### config.mk
export PLATFORM = sky130hd
export DESIGN_NAME = alu_issue_unit
export DESIGN_NICKNAME = d
export VERILOG_FILES = /design/src/rtl/alu_issue_unit.sv
export SDC_FILE = /design/constraint.sdc
export NUM_CORES = 1
export LEC_CHECK = 0
export ABC_AREA = 1
export CAP_MARGIN = 0
export CELL_PAD_IN_SITES_DETAIL_PLACEMENT = 0
export CELL_PAD_IN_SITES_GLOBAL_PLACEMENT = 1
export CORE_MARGIN = 1
export CORE_UTILIZATION = 37
export DETAILED_ROUTE_END_ITERATION = 8
export PLACE_DENSITY_LB_ADDON = 0.1
export SYNTH_ARGS = -nofsm -noshare
export SYNTH_HDL_FRONTEND = slang
export SYNTH_SLANG_ARGS = --single-unit
### constraint.sdc
create_clock -name clk -period 1.8 [get_ports clk]
set_input_delay 0.18 -clock clk [delete_from_list [all_inputs] [get_ports clk]]
set_output_delay 0.18 -clock clk [all_outputs]
set_load 0.01 [all_outputs]
### src/rtl/alu_issue_unit.sv
// alu_issue_unit: non-pipelined issue stage for the 4-bit combinational ALU.
// It accepts one encoded instruction at a time and reads the operands from a
// small register file. It drives registered operands and the op select into
// the ALU, then writes the result back and strobes it downstream for a cycle.
module alu_issue_unit #(
  parameter int DATA_W = 4,
  parameter int NREGS  = 4,
  localparam int RA_W  = $clog2(NREGS)
) (
  input  logic              clk,
  input  logic              rst_n,
  input  logic              instr_valid,
  output logic              instr_ready,
  input  logic [12:0]       instr,
  output logic [DATA_W-1:0] alu_in1,
  output logic [DATA_W-1:0] alu_in2,
  output logic [2:0]        alu_sel,
  input  logic [DATA_W-1:0] alu_out,
  output logic              res_valid,
  output logic [RA_W-1:0]   res_rd,
  output logic [DATA_W-1:0] res_data,
  output logic              z_flag,
  output logic              busy,
  input  logic [RA_W-1:0]   dbg_addr,
  output logic [DATA_W-1:0] dbg_data
);

  localparam logic [2:0] OP_LI  = 3'b110;
  localparam logic [2:0] OP_NOP = 3'b111;

  typedef enum logic [1:0] {IDLE, ISSUE, WB} state_t;

  state_t              state_reg, state_next;
  logic [2:0]          op_reg;
  logic [RA_W-1:0]     rd_reg;
  logic [DATA_W-1:0]   imm_reg;
  logic [DATA_W-1:0]   regs_reg [NREGS];

  // Instruction field decode of the incoming word
  logic [2:0]          in_op;
  logic [RA_W-1:0]     in_rd, in_rs1, in_rs2;
  logic [DATA_W-1:0]   in_imm;
  logic                in_is_alu;
  logic                accept;
  logic                wb_en;
  logic [DATA_W-1:0]   wb_data;

  assign in_op     = instr[12:10];
  assign in_rd     = instr[9:8];
  assign in_rs1    = instr[7:6];
  assign in_rs2    = instr[5:4];
  assign in_imm    = instr[3:0];
  assign in_is_alu = (in_op != OP_LI) && (in_op != OP_NOP);

  // Ready is held low while reset is asserted, even though state is IDLE.
  assign instr_ready = rst_n && (state_reg == IDLE);
  assign accept      = instr_valid && instr_ready;
  assign busy        = (state_reg != IDLE);

  // Results are written at the end of ISSUE; NOP has no write-back.
  assign wb_en   = (state_reg == ISSUE) && (op_reg != OP_NOP);
  assign wb_data = (op_reg == OP_LI) ? imm_reg : alu_out;

  assign dbg_data = regs_reg[dbg_addr];

  // State register
  always_ff @(posedge clk or negedge rst_n) begin
    if (!rst_n) state_reg <= IDLE;
    else        state_reg <= state_next;
  end

  // Next-state logic: IDLE -> ISSUE on accept, then ISSUE -> WB -> IDLE
  always_comb begin
    state_next = state_reg;
    case (state_reg)
      IDLE:    if (accept) state_next = ISSUE;
      ISSUE:   state_next = WB;
      WB:      state_next = IDLE;
      default: state_next = IDLE;
    endcase
  end

  // Latch the instruction and drive the ALU operand/select registers on accept
  always_ff @(posedge clk or negedge rst_n) begin
    if (!rst_n) begin
      op_reg  <= OP_NOP;
      rd_reg  <= '0;
      imm_reg <= '0;
      alu_in1 <= '0;
      alu_in2 <= '0;
      alu_sel <= '0;
    end else if (accept) begin
      op_reg  <= in_op;
      rd_reg  <= in_rd;
      imm_reg <= in_imm;
      if (in_is_alu) begin
        alu_in1 <= regs_reg[in_rs1];
        alu_in2 <= regs_reg[in_rs2];
        alu_sel <= in_op;
      end else begin
        alu_in1 <= '0;
        alu_in2 <= '0;
        alu_sel <= '0;
      end
    end
  end

  // Register file write-back; the whole file clears on reset
  always_ff @(posedge clk or negedge rst_n) begin
    if (!rst_n) begin
      for (int i = 0; i < NREGS; i++) regs_reg[i] <= '0;
    end else if (wb_en) begin
      regs_reg[rd_reg] <= wb_data;
    end
  end

  // Result reporting: one-cycle valid strobe during WB, sticky data/rd/zero flag
  always_ff @(posedge clk or negedge rst_n) begin
    if (!rst_n) begin
      res_valid <= 1'b0;
      res_rd    <= '0;
      res_data  <= '0;
      z_flag    <= 1'b0;
    end else begin
      res_valid <= wb_en;
      if (wb_en) begin
        res_rd   <= rd_reg;
        res_data <= wb_data;
        z_flag   <= (wb_data == '0);
      end
    end
  end

endmodule

# == After elaboration in Yosys (flattened, before gate mapping) ==
# Cells that the tools add are included.
# Widths: inputs -> output; s select.
# classes
order_cmp,5
eq_ne,6
muxes,18
bitwise_logic,4
n_reduce_logical,8
# op_table
operator,count
$mux 4,10
$bmux 4 s2,3
$bwmux 16,1
$ge 3x3->1 const B,4
$not 2->3,4
$ne 3x3->1 const B,3
$demux 4 s2,1
$logic_and 1x1->1,5
$logic_not 4->1,1
$pmux 2 s2,1
$eq 3x3->1 const B,1
$lt 3x1->1 const B,1
$mux 3,1
$eq 2x1->1 const B,1
$logic_not 2->1,1
$mux 2,1
$ne 2x2->1 const B,1
$reduce_bool 2->1,1
# word_totals
regBits,46
in_bits,22
word_cells,56

# == Depth between registers and ports, before layout ==
# Gate-level depths: netlist of the first run.
# depth
ltp_word,6
depth_mapped,8

# == Worst setup path after synthesis of the first run ==
# OpenSTA, ideal clock, no wires.
# synth_timing
path_kind,reg-to-reg
startpoint,register op_reg[2]
endpoint,register regs_reg[15] (netlist name)
setup_time_ns,0.136
arrival_time_ns,1.159
required_ns,1.664
slack_ns,0.505
stages_incl_launch_ff,6
path_buffers,0
cell_sequence,dfstp_2 > nand3_1 > o21ai_0 > inv_1 > nand2_1 > o21ai_0
# synth_between
elab_chain_cells,3
elab_cells_between_ends,5
classes_between,eq/ne (2); mux (2); reduce/logical (1)
# synth_lines
item,line,text
from (decl),34,logic [2:0] op_reg;
from (signal assigned),93,op_reg <= in_op;
$eq 3x3->1,62,assign wb_data = (op_reg == OP_LI) ? imm_reg : alu_out;
$mux 4,62,
$bwmux 16,113,regs_reg[rd_reg] <= wb_data;
"to (signal, indexed assignment)",113,
to (decl),37,logic [DATA_W-1:0] regs_reg [NREGS];
# Several ways; a longest one is shown, not always the timed one.
# A chain may end at the register's enable or synchronous reset.

# == Worst setup path after layout of the first run ==
# layout_timing
startpoint,input port dbg_addr[0]
endpoint,output port dbg_data[2]
# layout_between
elab_chain_cells,4
# layout_lines
item,line,text
from (decl),24,"input logic [RA_W-1:0] dbg_addr,"
$not 2->3 (not written as such),64,assign dbg_data = regs_reg[dbg_addr];
$bmux 4 s2,64,
$mux 4 (not written as such) (2 in series),64,
to (decl),25,output logic [DATA_W-1:0] dbg_data
# No other way between the ends. The select of a mux whose other input is x is not followed.

==> results of run 1 <==
[what timing repair did]
action	CTS	global route
resized for setup	4	2
hold buffers	1	0
hold endpoints to repair	7	0
buffers inserted	0	0
endpoints found under the setup margin	4	1
[cell usage in the layout, fill, tap and decap left out]
cell type          n
inv_2              3
o211ai_1           6
a31oi_1            2
dfrtp_1           43
nand3_1           11
bufinv_16          1
a21oi_1           13
buf_2              1
nand4_1            3
dlymetal6s2s_1     1
o21ai_0           39
o22ai_1            1
nand2_1          100
nor2_1             9
nor3_4             3
nand3_2            1
nor2_4             1
inv_1             22
buf_4              7
nor3_2             1
inv_6              1
dlygate4sd3_1      1
clkbuf_8           6
nor2_2             2
clkdlybuf4s50_1   40
dfstp_2            3
clkbuf_1           1
dlygate4sd2_1      4
[metal layers]
metal,share of wire (%),global-route usage [%],wire (um)
met4,1.3,5.45,68
met2,47,29.4,2470
met3,3.4,3.10,180
met5,0,0,0
met1,48,25.2,2520
[synthesized netlist by cell type]
cell type	instances	share of area, %
nand3_1	11	2.5
nor3_2	1	0.46
nor2_2	1	0.29
nand2_1	100	17
nor2_4	1	0.51
nor2_1	10	1.7
o211ai_1	6	2.1
inv_1	22	3.8
nor3_4	3	2.2
buf_4	1	0.34
o21ai_0	39	8.9
nand3_2	1	0.46
a21oi_1	13	3.0
buf_2	1	0.23
inv_6	1	0.40
nand4_1	3	0.86
buf_6	1	0.51
a31oi_1	2	0.57
inv_2	3	0.51
clkbuf_1	3	0.51
dfstp_2	3	3.6
dfrtp_1	43	49
o22ai_1	1	0.29
[stage by stage]
step                area, um2  setup WS (ns)  util (%)
finish                   2880          0.211      51.3
global route             2880         0.0979      51.3
CTS                      2870         0.0187      51.2
detailed placement       2750        -0.0210      49.1
global placement         2750        -0.0389      49.1
floorplan                2190          0.505         -
[final cells by class]
cell class,instances,area share [%]
inverter,26,3.56
timing repair buffer,54,17.9
clock buffer,7,3.00
multi-input combinational,192,31.2
tap,72,3.13
sequential,46,40.1
clock inverter,1,1.04
[final timing paths]
kind	start	to	depth (start not counted)
worst max register to register	op_reg[2]$_DFFE_PN1P_	regs_reg[15]$_DFFE_PN0P_	5
max in group asynchronous	rst_n	op_reg[2]$_DFFE_PN1P_	2
worst max-delay path	dbg_addr[0]	dbg_data[2]	6
worst min-delay path	rst_n	alu_in2[0]$_DFFE_PN0P_	2
worst min register to register	state_reg[1]$_DFFE_PN0P_	state_reg[1]$_DFFE_PN0P_	1
min in group clk	rst_n	imm_reg[2]$_DFFE_PN0P_	4
[power groups by stage]
stage / registers [mW] / clock network, mW / logic [mW]
2_1_floorplan: 1.62 / 0 / 0.552
3_3_place_gp: 1.66 / 0 / 1.09
3_5_place_dp: 1.66 / 0 / 1.10
4_1_cts: 1.64 / 0.821 / 1.09
5_1_grt: 1.68 / 0.853 / 1.22
6_report: 1.64 / 0.796 / 1.07
[kinds of logic (layout without fill, tap and decap cells)]
logic type / count (synthesis) / after routing
AND/OR/NAND/NOR: 131 / 131
flip-flops: 46 / 46
buffers and inverters: 32 / 88
AO/OA/AOI/OAI: 61 / 61
==> metrics.md, run 1 <==
| Metric | Value |
|---|---|
| Status | `complete, no violations` |
| Total wire length | `5240 um` |
| Total track usage | `18.3%` |
| Placed cells | `389` |
| Reg area | `1150 um2` |
| Post-Syn Area per Cell | `8.11 um2` |
| Avg WL per Cell | `13.2 um` |
| Reg power frac | `46.8%` |
| Area delta synth->final | `31.5%` |
| Max stage delay on crit path | `0.48 ns` |
| Die Y | `78.9 um` |
| Mux cell area share after synthesis | `0%` |
| Hold Crit Class | `in -> async` |
| Fin cells | `398` |
| Final setup viols | `0` |
| Ys Warns | `0` |
| Initial Util | `39.0%` |
| TritonCTS clock tree | `yes` |
| Synth Area in Compound Gates | `14.8%` |
| Worst hold slack | `0.0164 ns` |
| Critical path class | `in -> out` |
| Crit path max fanout | `5` |
| Pwr dens | `1220 nW/um2` |
| Maximum clock path buffer count | `2` |
| Slew HR | `66.4%` |
| Initial DRC count | `115` |
| Internal power | `2.33 mW` |
| Reg2reg setup slack | `0.29 ns` |
| Clk_lat worst skew | `0.30 ns` |
| Max-cap viol count | `0` |
| Drt first pass iters | `4` |
| Critical path startpoint category | `primary input` |
| Final Skew | `0.0103 ns` |
| RSZ-0062 raised after global routing | `false` |
| Largest net degree at the start of global routing | `40` |
| DIE AREA | `6230 um2` |
| Drt via density | `4.78` |
| Register area share after synthesis | `52.7%` |
| Post-DRT Antenna Nets | `0` |
| Proportion of layout cells with a drive suffix above 1 | `9.20%` |
| Clk slew on worst S/H paths | `0.08 ns` |
| H-Tree Depth | `2` |
| CP endpoint kind | `output pin` |
| Vias in the first global route | `1787` |
| Post-synthesis adder-cell area fraction | `0%` |
| Switch share | `33.6%` |
| Count of cell types in the netlist | `23` |
| Core ar. | `5610 um2` |
| Filler cell count in the final layout | `588` |
| Critical-path cell list | `clkdlybuf4s50_1, inv_1, buf_4, o21ai_0, o22ai_1, dlygate4sd2_1` |
| Fin. max-slew vios | `0` |
| CP max-delay cell | `clkdlybuf4s50_1` |
| Critical path's top delay family | `buffers and inverters` |
| Boundary Pins | `47` |
| Clk pwr share | `22.7%` |
| Total net switching power | `1.18 mW` |
| Buffers on Ports | `46` |
| Worst slew pin tran | `0.502 ns` |
| Max reg flops | `16` |
| Pleak | `1.37 nW` |
| Final GP Congestion | `0.750` |
| FF+latch count, synth | `46` |
| Antenna violations before repair | `0` |
| Setup_tns | `0 ns` |
| CP Data Required Time | `1.62 ns` |
| Grt total ovfl | `0` |
| Row Count | `27` |
| Max rail drop VDD | `0.431 mV` |
| Area of the multi-input gates | `900 um2` |
| Tcrit/Tclk final | `88.3%` |
| Synth Area in XOR/XNOR | `0%` |
| Combinational Power Share | `30.5%` |
| Final Hold Fails | `0` |
| Fmax | `629 MHz` |
| Total power | `3.50 mW` |
| Vias | `1903` |
| Crit path DAT | `1.41 ns` |
| Tmin final | `1.59 ns` |
| Largest family of logic cells by synthesized area | `simple AND/OR/NAND/NOR gates` |
| # DRC | `0` |
| Final net count | `347` |
| CTS Root Cell | `clkbuf_8` |
| Final HPWL DP | `3890 um` |
| CP bufs+invs | `4` |
| Simple-gate area share of the yosys netlist | `26.2%` |
| Syn Nets | `292` |
| Total CTS buffers | `5` |
| N_diodes | `0` |
| Synthesized area | `2190 um2` |
| Mapped Cells | `270` |
| First-pass GRT wire length | `8690 um` |
| CTS Sinks | `46` |
| Die Wd | `78.9 um` |
Power figures use the tool's default switching activity.
==> run 2, diff against run 1 <==
Settings changed: TNS_END_PERCENT set to 1.
==> results of run 2 <==
Same layout as run 1: the final DEF is identical, and so are final timing and power.
